### src/rtl/serial_addsub16_pkg.sv
// Shared types and constants for the nibble-serial 16-bit add/subtract unit.
package serial_addsub_pkg;

    typedef enum logic [1:0] {
        IDLE,
        RUN,
        DONE
    } state_t;

    localparam int NIB_W = 4;

    function automatic int nibbles(input int width);
        return width / NIB_W;
    endfunction

endpackage

### src/rtl/serial_addsub16_if.sv
// Operand/result handshake bundle between an ALU sequencer and serial_addsub16.
interface serial_addsub16_if #(
    parameter int WIDTH = 16
) ();

    logic             in_valid;
    logic             in_ready;
    logic [WIDTH-1:0] a;
    logic [WIDTH-1:0] b;
    logic             sub;
    logic             out_valid;
    logic             out_ready;
    logic [WIDTH-1:0] sum;
    logic             ovfl;
    logic             zero;
    logic             neg;

    modport master (
        output in_valid, a, b, sub, out_ready,
        input  in_ready, out_valid, sum, ovfl, zero, neg
    );

    modport slave (
        input  in_valid, a, b, sub, out_ready,
        output in_ready, out_valid, sum, ovfl, zero, neg
    );

endinterface

### src/rtl/serial_addsub16_slice.sv
// Combinational 4-bit ripple slice; b is already inverted for subtraction.
module nibble_addsub_slice
    import serial_addsub_pkg::*;
(
    input  logic [NIB_W-1:0] a,
    input  logic [NIB_W-1:0] b,
    input  logic             cin,
    output logic [NIB_W-1:0] s,
    output logic             cout,
    output logic             c3
);

    logic [3:0] low;
    logic [1:0] top;

    // Split at bit 3 so the carry into the MSB is visible for overflow.
    assign low  = {1'b0, a[2:0]} + {1'b0, b[2:0]} + {3'b000, cin};
    assign top  = {1'b0, a[3]} + {1'b0, b[3]} + {1'b0, low[3]};

    assign s    = {top[0], low[2:0]};
    assign cout = top[1];
    assign c3   = low[3];

endmodule

### src/rtl/serial_addsub16.sv
// Signed add/subtract that walks one nibble per clock through a single slice.
module serial_addsub16
    import serial_addsub_pkg::*;
#(
    parameter int WIDTH = 16
) (
    input  logic              clk,
    input  logic              rst,
    serial_addsub16_if.slave  bus
);

    localparam int NIBS  = nibbles(WIDTH);
    localparam int IDX_W = (NIBS > 1) ? $clog2(NIBS) : 1;
    localparam logic [IDX_W-1:0] LAST = IDX_W'(NIBS - 1);

    state_t           state;
    state_t           state_nx;
    logic [IDX_W-1:0] idx;
    logic             carry_q;
    logic [WIDTH-1:0] a_q;
    logic [WIDTH-1:0] b_q;
    logic [WIDTH-1:0] sum_q;
    logic             ovfl_q;

    logic [NIB_W-1:0] nib_a;
    logic [NIB_W-1:0] nib_b;
    logic [NIB_W-1:0] nib_s;
    logic             nib_cout;
    logic             nib_c3;

    assign nib_a = a_q[idx*NIB_W +: NIB_W];
    assign nib_b = b_q[idx*NIB_W +: NIB_W];

    nibble_addsub_slice u_slice (
        .a    (nib_a),
        .b    (nib_b),
        .cin  (carry_q),
        .s    (nib_s),
        .cout (nib_cout),
        .c3   (nib_c3)
    );

    always_ff @(posedge clk) begin
        if (rst) state <= IDLE;
        else     state <= state_nx;
    end

    always_comb begin
        state_nx = state;
        case (state)
            IDLE:    if (bus.in_valid) state_nx = RUN;
            RUN:     if (idx == LAST)  state_nx = DONE;
            DONE:    if (bus.out_ready) state_nx = IDLE;
            default: state_nx = IDLE;
        endcase
    end

    // Subtraction is folded in at capture: invert b and seed the carry with 1.
    always_ff @(posedge clk) begin
        if (rst) begin
            idx     <= '0;
            carry_q <= 1'b0;
            sum_q   <= '0;
            ovfl_q  <= 1'b0;
        end else begin
            case (state)
                IDLE: begin
                    if (bus.in_valid) begin
                        a_q     <= bus.a;
                        b_q     <= bus.b ^ {WIDTH{bus.sub}};
                        carry_q <= bus.sub;
                        idx     <= '0;
                        sum_q   <= '0;
                        ovfl_q  <= 1'b0;
                    end
                end
                RUN: begin
                    sum_q[idx*NIB_W +: NIB_W] <= nib_s;
                    carry_q                   <= nib_cout;
                    if (idx == LAST) ovfl_q <= nib_c3 ^ nib_cout;
                    else             idx    <= idx + 1'b1;
                end
                default: ;
            endcase
        end
    end

    assign bus.in_ready  = (state == IDLE) && !rst;
    assign bus.out_valid = (state == DONE);
    assign bus.sum       = sum_q;
    assign bus.ovfl      = ovfl_q;
    assign bus.zero      = ~|sum_q;
    assign bus.neg       = sum_q[WIDTH-1];

endmodule
### src/flat_wrapper.sv
// flat-port wrapper written by rule: the top's interface ports become plain ports
module serial_addsub16_flat import serial_addsub_pkg::*;
#(
    parameter int WIDTH = 16
)
  (clk, rst, bus_in_valid, bus_a, bus_b, bus_sub, bus_out_ready, bus_in_ready, bus_out_valid, bus_sum, bus_ovfl, bus_zero, bus_neg);
  serial_addsub16_if #(.WIDTH(WIDTH)) bus_i ();
  input  logic clk;
  input  logic rst;
  input wire logic [$bits(bus_i.in_valid)-1:0] bus_in_valid;
  input wire logic [$bits(bus_i.a)-1:0] bus_a;
  input wire logic [$bits(bus_i.b)-1:0] bus_b;
  input wire logic [$bits(bus_i.sub)-1:0] bus_sub;
  input wire logic [$bits(bus_i.out_ready)-1:0] bus_out_ready;
  output wire logic [$bits(bus_i.in_ready)-1:0] bus_in_ready;
  output wire logic [$bits(bus_i.out_valid)-1:0] bus_out_valid;
  output wire logic [$bits(bus_i.sum)-1:0] bus_sum;
  output wire logic [$bits(bus_i.ovfl)-1:0] bus_ovfl;
  output wire logic [$bits(bus_i.zero)-1:0] bus_zero;
  output wire logic [$bits(bus_i.neg)-1:0] bus_neg;
  assign bus_i.in_valid = bus_in_valid;
  assign bus_i.a = bus_a;
  assign bus_i.b = bus_b;
  assign bus_i.sub = bus_sub;
  assign bus_i.out_ready = bus_out_ready;
  assign bus_in_ready = bus_i.in_ready;
  assign bus_out_valid = bus_i.out_valid;
  assign bus_sum = bus_i.sum;
  assign bus_ovfl = bus_i.ovfl;
  assign bus_zero = bus_i.zero;
  assign bus_neg = bus_i.neg;
  serial_addsub16 #(.WIDTH(WIDTH)) u_core (.clk(clk), .rst(rst), .bus(bus_i));
endmodule
### config.mk
export PLATFORM = sky130hd
export DESIGN_NAME = serial_addsub16_flat
export DESIGN_NICKNAME = d
export VERILOG_FILES = /design/src/rtl/serial_addsub16_pkg.sv /design/src/rtl/serial_addsub16_if.sv /design/src/rtl/serial_addsub16_slice.sv /design/src/rtl/serial_addsub16.sv /design/src/flat_wrapper.sv
export SDC_FILE = /design/constraint.sdc
export NUM_CORES = 1
export LEC_CHECK = 0
export ABC_CLOCK_PERIOD_IN_PS = 4470
export BUFFER_PORTS_ARGS = -buffer_cell sky130_fd_sc_hd__buf_2
export CAP_MARGIN = 20
export CORE_MARGIN = 1.5
export CORE_UTILIZATION = 53
export CTS_CLUSTER_SIZE = 14
export DETAILED_ROUTE_END_ITERATION = 10
export PLACE_DENSITY = 0.79
export SLEW_MARGIN = 5
export SYNTH_ARGS = -nofsm -noshare
export SYNTH_HDL_FRONTEND = slang
export SYNTH_SLANG_ARGS = --single-unit
### constraint.sdc
create_clock -name clk -period 4.47 [get_ports clk]
set_input_delay 0.447 -clock clk [delete_from_list [all_inputs] [get_ports clk]]
set_output_delay 0.447 -clock clk [all_outputs]
set_load 0.05 [all_outputs]
## After elaboration in Yosys (flattened, before gate mapping)

Index checks and enable logic that the tools add are counted.

| cells by class | value |
|---|---|
| reduce and logical (&&, ||, !) cells | 11 |
| shifts and indexed selects | 4 |
| eq/ne operators | 7 |
| add/sub/neg operators | 6 |
| bitwise gates (word level) | 3 |
| muxes and demuxes | 15 |

Operators by type and width:

| kind | count |
|---|---|
| negation 4 -> 34 bit | 1 |
| variable shift 4 x 34 -> 16 bit (first input constant) | 1 |
| indexed part select 4 x 34 -> 16 bit | 1 |
| case mux 16 bit (2 select lines) | 1 |
| indexed part select 16 x 5 -> 4 bit | 2 |
| bitwise mux 16 bit | 1 |
| 2-to-1 mux 16 bit | 1 |
| OR reduction 16 bit | 1 |
| bitwise XOR 16 bit | 1 |
| AND reduction 3 bit | 4 |
| 2-to-1 mux 2 bit | 5 |
| inequality test 2 bit (second input constant) | 3 |
| case mux 2 bit (3 select lines) | 1 |
| adder 3 x 3 -> 4 bit | 1 |
| adder 4 x 1 -> 4 bit | 1 |
| equality test 2 bit (second input constant) | 2 |
| case mux 1 bit (2 select lines) | 2 |
| case mux 2 bit (2 select lines) | 1 |
| 2-to-1 mux 1 bit | 3 |
| adder 1 x 1 -> 2 bit | 1 |
| adder 2 x 1 -> 2 bit | 1 |
| adder 2 x 1 -> 2 bit (second input constant) | 1 |
| equality test 2 x 1 -> 1 bit (second input constant) | 1 |
| zero test 1 bit | 2 |
| other kinds (7) | 7 |

| word-level totals | value |
|---|---|
| flip-flop bits (word level) | 54 |
| logic and storage cells | 53 |

## Longest topological paths before layout

Gate-level depths: netlist (run 1).

| logic depth | value |
|---|---|
| depth after elaboration | 7 |
| gate-level depth with buffers | 10 |
| mapped depth without buffers | 8 |

## Hierarchy

A second synthesis (run 1) with hierarchy kept.

| unflattened totals | value |
|---|---|
| cells, all modules | 186 |
| area, all modules | 2557.5 um^2 |

Modules (own cells, without submodules):

| module | instances | cells each | area an instance (um^2) | seq. area each (um^2) |
|---|---|---|---|---|
| serial_addsub16 | 1 | 165 | 2401.1 | 1401.3 |
| nibble_addsub_slice | 1 | 21 | 156.4 | 0.0 |

## Worst setup path after synthesis (run 1)

OpenSTA, ideal clock, no wires.

| timing | value |
|---|---|
| path kind | input-to-reg |
| start | input port rst |
| end | register u_core.a_q[0], enable pin |
| data arrival time | 3.092 ns |
| stages | 3 |
| setup slack | 0.917 ns |
| setup time | 0.461 ns |
| path through | buf_2 > clkbuf_1 > nor3_1 |

| on the way | value |
|---|---|
| word-level cells in the longest chain between the ends | 2 |

RTL lines:

| item | RTL line | RTL |
|---|---|---|
| from (decl) | flat_wrapper.sv:9 | `input logic rst;` |
| NOT 1 bit (no line) | - |  |
| AND reduction 3 bit (no line) | - |  |
| to (signal assigned) | serial_addsub16.sv:69 | `a_q <= bus.a;` |
| to (decl) | serial_addsub16.sv:20 | `logic [WIDTH-1:0] a_q;` |

No other way between the ends.
A chain may end at the register's enable or synchronous reset.

## Worst setup path after layout (run 1)

| timing | value |
|---|---|
| start | register u_core.idx[0] |
| end | register u_core.sum_q[7], in the netlist u_core.bus.sum[7] |

| on the way | value |
|---|---|
| word-level cells in the longest chain between the ends | 7 |
| elaborated cells on any way between the ends | 11 |
| classes of those cells | add/sub: 5; shift: 4; mux: 2 |

RTL lines:

| item | RTL line | RTL |
|---|---|---|
| from (decl) | serial_addsub16.sv:18 | `logic [IDX_W-1:0] idx;` |
| from (signal assigned) | serial_addsub16.sv:81 | `else idx <= idx + 1'b1;` |
| indexed part select 16 x 5 -> 4 bit, on equally long branches | serial_addsub16.sv:31, serial_addsub16.sv:32 |  |
| adder 3 x 3 -> 4 bit | serial_addsub16_slice.sv:17 | `assign low = {1'b0, a[2:0]} + {1'b0, b[2:0]} + {3'b000, cin};` |
| adder 4 x 1 -> 4 bit | serial_addsub16_slice.sv:17 |  |
| adder 2 x 1 -> 2 bit | serial_addsub16_slice.sv:18 | `assign top = {1'b0, a[3]} + {1'b0, b[3]} + {1'b0, low[3]};` |
| indexed part select 4 x 34 -> 16 bit | serial_addsub16.sv:78 | `sum_q[idx*NIB_W +: NIB_W] <= nib_s;` |
| bitwise mux 16 bit (*) | serial_addsub16.sv:78 |  |
| case mux 16 bit (2 select lines) (*) | serial_addsub16.sv:66 | `case (state)` |
| to (signal, indexed assignment) | serial_addsub16.sv:78 |  |
| to (decl) | serial_addsub16.sv:22 | `logic [WIDTH-1:0] sum_q;` |

Every way passes the cells marked *; elsewhere a longest branch is shown, timed or not.

==> results of run 1 <==
## sequential cells by signal (all words and copies together), names as in the netlist
name,flops
u_core.bus.sum,16
u_core.carry_q,1
u_core.a_q,16
u_core.b_q,16
u_core.bus.ovfl,1
u_core.idx,2
u_core.state,2
## cells in the final DEF (no fill, tap or decap), drive strengths merged, types with 5 or more instances in the layout
master	synthesis	layout
edfxtp	32	32
inv	8	8
ha	6	6
a21oi	10	10
mux4	8	8
dfxtp	22	22
buf	10	58
clkbuf	1	6
o21ai	6	6
xor2	16	16
a22o	13	13
nor2	5	5
## cells by family after synthesis
| kind of cell | synth area share |
|---|---|
| compound gates | 0.1036 |
| xor+xnor | 0.05868 |
| fa+ha+maj | 0.05325 |
| buf+inv | 0.03994 |
| flops | 0.5523 |
| mux | 0.09270 |
| simple gates | 0.09960 |
## power by group
part	switching, W	internal (W)
clock network	0.000154	0.000111
logic	0.0000892	0.0000724
registers	0.0000161	0.000551
total	0.000259	0.000734
## through the flow
stage	instances	worst slack (ns)	hold slack [ns]	util
floorplan	184	0.9170	0.4715	-
finish	291	1.280	0.3031	0.6516
CTS	291	1.243	0.2935	0.6516
global placement	283	1.323	0.4503	0.6323
detailed placement	283	1.245	0.4557	0.6323
global route	291	1.021	0.2924	0.6516
## worst paths after layout
kind / slack [ns] / depth (start not counted) / startpoint / endpoint
hold reg to reg: 0.48 / 1 / u_core.bus.ovfl / u_core.bus.ovfl
setup / recovery: 1.28 / 7 / u_core.idx[0] / u_core.bus.sum[7]
hold / removal: 0.30 / 1 / bus_a[6] / u_core.a_q[6]
setup reg to reg: 1.28 / 7 / u_core.idx[0] / u_core.bus.sum[7]
## area by class of cell
class	instances	share of cell area
sequential	54	0.4807
multi-input combinational	111	0.3567
timing repair buffer	58	0.1004
clock buffer	6	0.02489
tap	52	0.02232
inverter	8	0.01030
clock inverter	2	0.004721
## critical path, delay by kind of cell, from the launching register on
kind	cells	cell delay (ns)
AOI/OAI and AO/OA	2	0.50
adders and majority gates	2	0.85
DFF	1	0.86
muxes	1	0.60
and+or+nand+nor	2	0.29
## layer usage
layer	routed length [µm]	share of wire	global-route usage	up-vias
li1	-	-	-	789
met1	1915	0.45	0.2202	750
met2	2045	0.48	0.2912	44
met3	194	0.046	0.04306	7
met4	76	0.018	0.06918	0
met5	0	0	0	-
==> results by group, run 1 <==
Routing
  – Vias: 1590
  – Final WL: 4.231 mm
  – WL per Instance: 14.54 µm
  – Drt first pass iters: 4
  – DRT antenna net count: 0
  – Vias per Instance: 5.464
  – Iteration-0 DRC Markers: 55
  – DRC: 0

STA
  – Final Hold Viols: 0
  – Fin crit period: 3.190 ns
  – Rel. slew slack: 0.4585
  – Worst-Margin Slew: 0.8112 ns
  – RSZ-0062 raised after global routing: false
  – Fin. max-slew vios: 0
  – Part of the cycle the worst path needs: 0.7136
  – TNS Setup: 0 ns
  – Final Setup Violations: 0
  – Fmax achieved: 0.3135 GHz
  – Max Clock Skew: 0.007344 ns

Finish
  – Finished Cell Area: 2915 µm²
  – Synthesis-to-finish area growth: 14.89%
  – # diodes: 0
  – Post-layout nets: 284
  – Layout cell share with drive strength beyond 1: 0.3682
  – Filler Cells Inserted: 352
  – FF/Latch Area: 1401 µm²
  – Multi-input logic area: 1040 µm²

Synth
  – Synth top area share: 0.3787
  – Synth Instances: 184
  – Sequential area share after synthesis: 0.5523
  – Synth area leaders: edfxtp_1, dfxtp_1, mux4_2
  – Syn avg cell area: 13.79 µm²
  – Synth Net Count: 230
  – Ys Warns: 0
  – Yosys cell types: 41
  – Synth Cell Area: 2537 µm²
  – Commonest cells in the netlist: edfxtp_1, dfxtp_1, xor2_1
  – Register bit total from synthesis: 54
  – Area leader, netlist: edfxtp_1
  – Most common cell in the netlist: edfxtp_1
  – EDFF count, synth: 32
  – Dominant synthesized flop cell: edfxtp_1
  – Ys async rst share: 0

Power
  – VDD IR max: 0.0002071 V
  – Total power: 0.0009930 W
  – PwrDens: 340.6 nW/µm²
  – Lkg Pwr: 1.163 nW

Clock tree
  – H-tree depth: 2
  – CTS Hold Bufs: 0
  – CTS resizes: 0
  – CTS tree: yes
  – Clock-pin slew on the worst setup and hold paths: 0.10 ns
  – Clock buffer depth: 2
  – Clk Latency, worst-skew pair: 0.31 ns
  – CTS Buf Count: 5
  – Clock Tree Root: clkbuf_8
  – Setup Fix Bufs, Post-CTS: 0
  – # clock sinks: 54

Floorplan
  – # IOs: 58
  – Initial core utilization: 0.5671
  – Die Ht: 72.19 µm
  – Rows: 24
  – Die Wd: 72.19 µm
  – Area of the die: 5211 µm²
  – Placeable Area: 4474 µm²

Placement
  – DP Area: 2829 µm²
  – # port buffers: 57
  – Post-DP HPWL: 3.188 mm
  – GPL Wtd Cong: 0.8355

Setup path
  – Slowest CP cell: dfxtp_1
  – CP Cell Sequence: mux4_2, ha_1, a21oi_1, nand2_1, fa_1, nor2b_1, a22o_1
  – Worst-path fanout max: 18
  – Critical Path Start Type: flip-flop
  – CP peak stage delay: 0.86 ns
  – CP Class: flip-flop to flip-flop
  – Arrival @ worst endpoint: 3.40 ns
  – Worst EP required: 4.68 ns
  – CP endpoint kind: flip-flop

Run
  – Maxcap violations: 0

GRT
  – Number of global-route vias before repair: 1507
  – Tot GR Track Use: 0.1745
  – First-pass GRT wire length: 6.872 mm
  – Initial antenna violation count: 0
  – Largest net degree at the start of global routing: 33
  – Total congestion overflow: 0

Min path
  – Hold Path Class: input pin to flip-flop

Run status
  – Outcome: completed
(Power assumes the default switching activity.)
==> inputs of run 2 (changes only) <==
--- a/config.mk
+++ b/config.mk
@@ -5,7 +5,8 @@
 export SDC_FILE = /design/constraint.sdc
 export NUM_CORES = 1
 export LEC_CHECK = 0
-export ABC_CLOCK_PERIOD_IN_PS = 4470
+export ABC_AREA = 1
+export ABC_CLOCK_PERIOD_IN_PS = 3300
 export BUFFER_PORTS_ARGS = -buffer_cell sky130_fd_sc_hd__buf_2
 export CAP_MARGIN = 20
 export CORE_MARGIN = 1.5
==> constraint.sdc (replaced) <==
create_clock -name clk -period 3.3 [get_ports clk]
set_input_delay 0.33 -clock clk [delete_from_list [all_inputs] [get_ports clk]]
set_output_delay 0.33 -clock clk [all_outputs]
set_load 0.05 [all_outputs]
==> run 2 against run 1 <==
Final cell count grew 29%. Critical path type unchanged. Largest power group unchanged. Worst hold slack worse by 0.11 ns. Core utilization fell by 1.7 points.
==> results by group, run 2 <==
Floorplan
  – Area of the die: 5236 µm² (+0.47%)
  – # IOs: 58 (unchanged)
  – Die Ht: 72.36 µm (+0.24%)
  – Rows: 25 (+4.2%)
  – Die Wd: 72.36 µm (+0.24%)
  – Initial core utilization: 0.5435 (-0.02365)
  – Placeable Area: 4692 µm² (+4.9%)

GRT
  – First-pass GRT wire length: 8.259 mm (+20%)
  – Number of global-route vias before repair: 1799 (+19%)
  – Initial antenna violation count: 0 (unchanged)
  – Tot GR Track Use: 0.2081 (+0.03363)
  – Largest net degree at the start of global routing: 33 (unchanged)
  – Total congestion overflow: 0 (unchanged)

Placement
  – # port buffers: 57 (unchanged)
  – GPL Wtd Cong: 0.8384 (+0.35%)
  – Setup WS pre-CTS: 0.6661 ns (-0.5792 ns)
  – Post-DP HPWL: 3.714 mm (+17%)

Clock tree
  – Clock Tree Root: clkbuf_8
  – # clock sinks: 54 (unchanged)
  – Clock buffer depth: 2 (unchanged)
  – CTS Hold Bufs: 0 (unchanged)
  – CTS resizes: 0 (unchanged)
  – Clock-pin slew on the worst setup and hold paths: 0.09 ns (about the same)
  – Setup Fix Bufs, Post-CTS: 0 (unchanged)
  – CTS tree: yes
  – H-tree depth: 2 (unchanged)
  – Clk Latency, worst-skew pair: 0.31 ns (about the same)
  – CTS Buf Count: 5 (unchanged)

STA
  – TNS Setup: 0 ns (unchanged)
  – Fin. max-slew vios: 0 (unchanged)
  – Part of the cycle the worst path needs: 0.8087 (+0.09512)
  – Max Clock Skew: 0.007235 ns (-0.0001091 ns)
  – RSZ-0062 raised after global routing: false
  – Fin crit period: 2.669 ns (-0.5210 ns)
  – Fmax achieved: 0.3747 GHz (+20%)
  – Final Hold Viols: 0 (unchanged)
  – Rel. slew slack: 0.6743 (+0.2158)
  – Final WS setup: 0.6312 ns (-0.6490 ns)
  – Worst-Margin Slew: 0.4872 ns (-0.3240 ns)
  – Final Setup Violations: 0 (unchanged)

Min path
  – Hold Path Class: input pin to flip-flop

Synth
  – Ys async rst share: 0 (unchanged)
  – Commonest cells in the netlist: nand2_1, edfxtp_1, nor2_1
  – Register bit total from synthesis: 54 (unchanged)
  – Yosys cell types: 23 (-44%)
  – Syn avg cell area: 9.659 µm² (-30%)
  – Most common cell in the netlist: nand2_1
  – Synth area leaders: edfxtp_1, dfxtp_1, nand2_1
  – Dominant synthesized flop cell: edfxtp_1
  – Area leader, netlist: edfxtp_1
  – Sequential area share after synthesis: 0.5496 (-0.002710)
  – Ys Warns: 0 (unchanged)
  – Synth Instances: 264 (+43%)
  – Synth Net Count: 310 (+35%)
  – Synth Cell Area: 2550 µm² (+0.49%)
  – EDFF count, synth: 32 (unchanged)
  – Synth top area share: 0.3768 (-0.001858)

Finish
  – # diodes: 0 (unchanged)
  – Most common cell after layout, fill and taps aside: buf_2
  – Post-layout nets: 365 (+29%)
  – Layout cell share with drive strength beyond 1: 0.2344 (-0.1338)
  – Synthesis-to-finish area growth: 16.78%
  – Commonest non-fill, non-tap cells in the layout: buf_2, nand2_1, edfxtp_1, nor2_1, a21oi_1
  – Filler Cells Inserted: 402 (+14%)

Routing
  – Drt first pass iters: 4 (unchanged)
  – Final WL: 4.951 mm (+17%)
  – Vias: 1980 (+25%)
  – Iteration-0 DRC Markers: 103 (+87%)
  – WL per Instance: 13.24 µm (-9.0%)
  – DRT antenna net count: 0 (unchanged)
  – Vias per Instance: 5.294 (-3.1%)
  – DRC: 0 (unchanged)

Power
  – PwrDens: 522.6 nW/µm² (+53%)
  – Lkg Pwr: 1.287 nW (+11%)
  – VDD IR max: 0.0003584 V (+73%)

Setup path
  – CP Class: flip-flop to flip-flop
  – CP endpoint kind: flip-flop
  – Worst-path fanout max: 13 (-5)
  – Worst EP required: 3.54 ns (-1.14 ns)
  – Critical Path Start Type: flip-flop
  – Arrival @ worst endpoint: 2.91 ns (-0.49 ns)

Run
  – Maxcap violations: 0 (unchanged)

Run status
  – Outcome: completed
==> run 2: changes by cell type in the layout (fill, tap and decap cells not counted), moves of 9 or more <==
cell,before,now
a21oi_1,7,24
nand3_1,4,22
inv_1,7,17
nor2_1,5,26
nand2_1,3,47
a22o_1,13,0
o21ai_0,6,15
==> run 2: final timing paths <==
kind,slack (ns),cells past startpoint,start,to
min,0.19,1,bus_a[3],u_core.a_q[3]
min reg2reg,0.48,2,u_core.bus.ovfl,u_core.bus.ovfl
max,0.63,11,u_core.idx[1],u_core.bus.sum[15]
max reg2reg,0.63,11,u_core.idx[1],u_core.bus.sum[15]
==> run 2: per-layer routing <==
| layer | wire length, µm | track usage | up-vias | part of all wire |
|---|---|---|---|---|
| li1 | - | - | 1005 | - |
| met1 | 2189 | 0.2712 | 903 | 0.44 |
| met2 | 2467 | 0.3467 | 67 | 0.50 |
| met3 | 227 | 0.04306 | 5 | 0.046 |
| met4 | 67 | 0.07338 | 0 | 0.014 |
| met5 | 0 | 0 | - | 0 |
==> run 2: logic make-up (layout without fill, tap and decap cells) <==
| family | after synthesis | in the layout | synth area share |
|---|---|---|---|
| DFF | 54 | 54 | 0.5496 |
| AOI/OAI and AO/OA | 48 | 48 | 0.1011 |
| xor gates and xnor gates | 16 | 16 | 0.05495 |
| adders and majority gates | 9 | 9 | 0.05299 |
| and+or+nand+nor | 108 | 108 | 0.1933 |
| buffers and inverters | 29 | 85 | 0.04808 |
==> run 2: cell type report <==
cell class | instances | area [µm²] | area share
sequential | 54 | 1401 | 0.4706
multi-input combinational | 181 | 1031 | 0.3462
timing repair buffer | 59 | 300.3 | 0.1008
clock buffer | 6 | 72.57 | 0.02437
inverter | 18 | 67.56 | 0.02269
tap | 54 | 67.56 | 0.02269
clock inverter | 2 | 37.54 | 0.01261
==> run 2: stage by stage <==
stage | instances | instance area, µm² | total power [W] | utilization | hold WS [ns]
floorplan | 264 | 2550 | 0.001048 | - | 0.4289
detailed placement | 366 | 2868 | 0.001139 | 0.6112 | 0.4668
global route | 374 | 2978 | 0.001642 | 0.6347 | 0.1780
global placement | 366 | 2868 | 0.001126 | 0.6112 | 0.4607
CTS | 374 | 2978 | 0.001565 | 0.6347 | 0.1862
finish | 374 | 2978 | 0.001556 | 0.6347 | 0.1899
==> run 2: power by group <==
group | switching (W) | leakage [nW] | total, W | internal (W)
Combinational | 0.000238 | 0.760 | 0.000355 | 0.000118
Sequential | 0.0000166 | 0.476 | 0.000767 | 0.000750
Clock | 0.000207 | 0.0514 | 0.000434 | 0.000226
==> run 2: worst max-delay path: stages (launching register included) <==
cell and delay, ns:
dfxtp_1 0.48, inv_1 0.26, o21ai_0 0.14, o22ai_1 0.11, fa_1 0.44, nand3_1 0.11, nand2_1 0.08, fa_1 0.59
nand2_1 0.06, nor2_1 0.12, nand2_1 0.07, a21oi_1 0.14
==> inputs of run 3 (changes only) <==
--- a/config.mk
+++ b/config.mk
@@ -5,8 +5,8 @@
 export SDC_FILE = /design/constraint.sdc
 export NUM_CORES = 1
 export LEC_CHECK = 0
-export ABC_AREA = 1
-export ABC_CLOCK_PERIOD_IN_PS = 3300
+export ABC_AREA = 0
+export ABC_CLOCK_PERIOD_IN_PS = 2800
 export BUFFER_PORTS_ARGS = -buffer_cell sky130_fd_sc_hd__buf_2
 export CAP_MARGIN = 20
 export CORE_MARGIN = 1.5
==> constraint.sdc (replaced) <==
create_clock -name clk -period 2.8 [get_ports clk]
set_input_delay 0.28 -clock clk [delete_from_list [all_inputs] [get_ports clk]]
set_output_delay 0.28 -clock clk [all_outputs]
set_load 0.05 [all_outputs]
==> run 3 against run 2 <==
Clock skew decreased by 0.0016 ns. Critical endpoint is now u_core.bus.sum[7]. Sequential cell count stayed put. Critical path type unchanged. Fmax decreased by 0.81%. Sequential power increased by 17%. First-iteration DRC count is 11% lower. Clock power shrank 6.2%. Sequential share of layout area is 0.10 points higher. Register-to-register slack got worse by 0.52 ns.
==> results by group, run 3 (synthesis gave the netlist of run 1 again) <==
Run
  – Maxcap violations: 0 (unchanged)

GRT
  – Initial antenna violation count: 0 (unchanged)
  – First-pass GRT wire length: 7.072 mm (-14%)
  – Largest net degree at the start of global routing: 33 (unchanged)
  – Tot GR Track Use: 0.1792 (-0.02898)
  – Total congestion overflow: 0 (unchanged)
  – Number of global-route vias before repair: 1514 (-16%)

Floorplan
  – Placeable Area: 4474 µm² (-4.6%)
  – Area of the die: 5211 µm² (-0.47%)
  – Rows: 24 (-4.0%)
  – Initial core utilization: 0.5671 (+0.02365)
  – # IOs: 58 (unchanged)
  – Die Ht: 72.19 µm (-0.23%)
  – Die Wd: 72.19 µm (-0.23%)

Setup path
  – CP Class: flip-flop to flip-flop
  – Slowest CP cell: mux4_2
  – Critical Path Start Type: flip-flop
  – CP Cell Sequence: buf_12, mux4_2, ha_1, a21oi_2, nand2_1, fa_1, nor2b_2, a22o_1
  – Crit. Startpoint: u_core.idx[0]
  – Worst EP required: 3.00 ns (-0.54 ns)
  – Reg-to-reg critical path startpoint: u_core.idx[0]
  – CP endpoint kind: flip-flop
  – CP peak stage delay: 0.51 ns (-0.08 ns)
  – Arrival @ worst endpoint: 2.89 ns (-0.02 ns)
  – Worst-path fanout max: 15 (+2)

Clock tree
  – CTS Buf Count: 5 (unchanged)
  – Clock buffer depth: 2 (unchanged)
  – # clock sinks: 54 (unchanged)
  – Clk Latency, worst-skew pair: 0.30 ns (about the same)
  – CTS Hold Bufs: 0 (unchanged)
  – Clock Tree Root: clkbuf_8
  – CTS tree: yes
  – Clock-pin slew on the worst setup and hold paths: 0.09 ns (about the same)
  – H-tree depth: 2 (unchanged)

Min path
  – Hold Path Class: input pin to flip-flop
  – Origin of the worst min-delay path: bus_a[10]

Finish
  – Post-layout nets: 288 (-21%)
  – Synthesis-to-finish area growth: 17.21%
  – # diodes: 0 (unchanged)
  – Layout cell share with drive strength beyond 1: 0.3951 (+0.1607)
  – Commonest non-fill, non-tap cells in the layout: buf_2, edfxtp_1, dfxtp_1, xor2_1, a22o_1
  – Most common cell after layout, fill and taps aside: buf_2
  – Post-layout util: 0.6647 (+0.03004)

STA
  – Worst-Margin Slew: 0.6525 ns (+0.1653 ns)
  – Fmax achieved: 0.3717 GHz (-0.81%)
  – Final Setup Violations: 0 (unchanged)
  – Rel. slew slack: 0.5644 (-0.1099)
  – Fin crit period: 2.691 ns (+0.02174 ns)
  – Fin. max-slew vios: 0 (unchanged)
  – Final Hold Viols: 0 (unchanged)
  – Part of the cycle the worst path needs: 0.9609 (+0.1522)
  – Final WS setup: 0.1094 ns (-0.5217 ns)
  – RSZ-0062 raised after global routing: false
  – Max Clock Skew: 0.005644 ns (-0.001592 ns)

Placement
  – GPL Wtd Cong: 0.8567 (+2.2%)
  – Post-DP HPWL: 3.269 mm (-12%)
  – Setup WS pre-CTS: -0.01798 ns (-0.6841 ns)
  – # port buffers: 57 (unchanged)

Routing
  – Drt first pass iters: 4 (unchanged)
  – Final WL: 4.374 mm (-12%)
  – Vias: 1655 (-16%)
  – Iteration-0 DRC Markers: 92 (-11%)
  – DRT antenna net count: 0 (unchanged)
  – WL per Instance: 14.83 µm (+12%)
  – DRC: 0 (unchanged)
  – Vias per Instance: 5.610 (+6.0%)

Power
  – VDD IR max: 0.0004248 V (+19%)
  – Total power: 0.001594 W (+2.5%)
  – Lkg Pwr: 1.181 nW (-8.2%)
  – PwrDens: 536.1 nW/µm² (+2.6%)

Run status
  – Outcome: completed
==> run 3: changes by cell type in the layout (fill, tap and decap cells not counted), sizes merged, moves of 4 or more <==
cell   delta
nand2    -46
nor2     -26
nand3    -18
a21oi    -14
a22o     +13
inv      -10
o21ai     -9
mux4      +8
o22ai     -6
nor2b     +4
==> run 3: repair_timing <==
| item | 4_1_cts | 5_1_grt |
|---|---|---|
| pin swaps | 0 | 1 |
| setup buffers | 0 | 1 |
| endpoints found under the setup margin | 4 | 5 |
| resized for setup | 2 | 3 |
==> run 3: metal layers <==
layer  track usage  part of all wire  routed length (µm)
met1        0.2368              0.43                1889
met2        0.2912              0.51                2209
met3       0.04583             0.051                 223
met4       0.06080             0.012                  53
met5             0                 0                   0
==> run 3: per-stage QoR <==
step / instances / area (µm²) / hold slack [ns] / setup TNS (ns)
floorplan: 184 / 2542 / 0.3789 / 0
global placement: 286 / 2870 / 0.4574 / 0
detailed placement: 286 / 2870 / 0.4582 / -0.01798
CTS: 294 / 2960 / 0.1375 / 0
global route: 295 / 2974 / 0.1300 / 0
finish: 295 / 2974 / 0.1461 / 0
==> run 3: worst paths after layout <==
path,endpoint,slack (ns),depth (start not counted)
setup / recovery,u_core.bus.sum[7],0.11,8
hold / removal,u_core.a_q[10],0.15,1
setup reg to reg,u_core.bus.sum[7],0.11,8
hold reg to reg,u_core.bus.ovfl,0.49,1
==> run 3: report_power, final <==
part / switching [W] / leakage, nW / internal (W)
clock: 0.000235 / 0.0388 / 0.000172
sequential: 0.0000201 / 0.476 / 0.000880
combinational: 0.000158 / 0.666 / 0.000129
==> run 3: critical path: cells and delay by family (launching register included) <==
kind | cells | cell delay (ns)
AOI/OAI and AO/OA | 2 | 0.42
adders and majority gates | 2 | 0.86
buffers and inverters | 1 | 0.15
DFF | 1 | 0.36
muxes | 1 | 0.51
and+or+nand+nor | 2 | 0.28
==> run 3: cell type report <==
cell class / instances / area (µm²)
inverter: 8 / 30.03
tap: 52 / 65.06
timing repair buffer: 62 / 335.3
sequential: 54 / 1403
fill: 331 / 1500
multi-input combinational: 111 / 1060
clock buffer: 6 / 72.57
clock inverter: 2 / 8.758
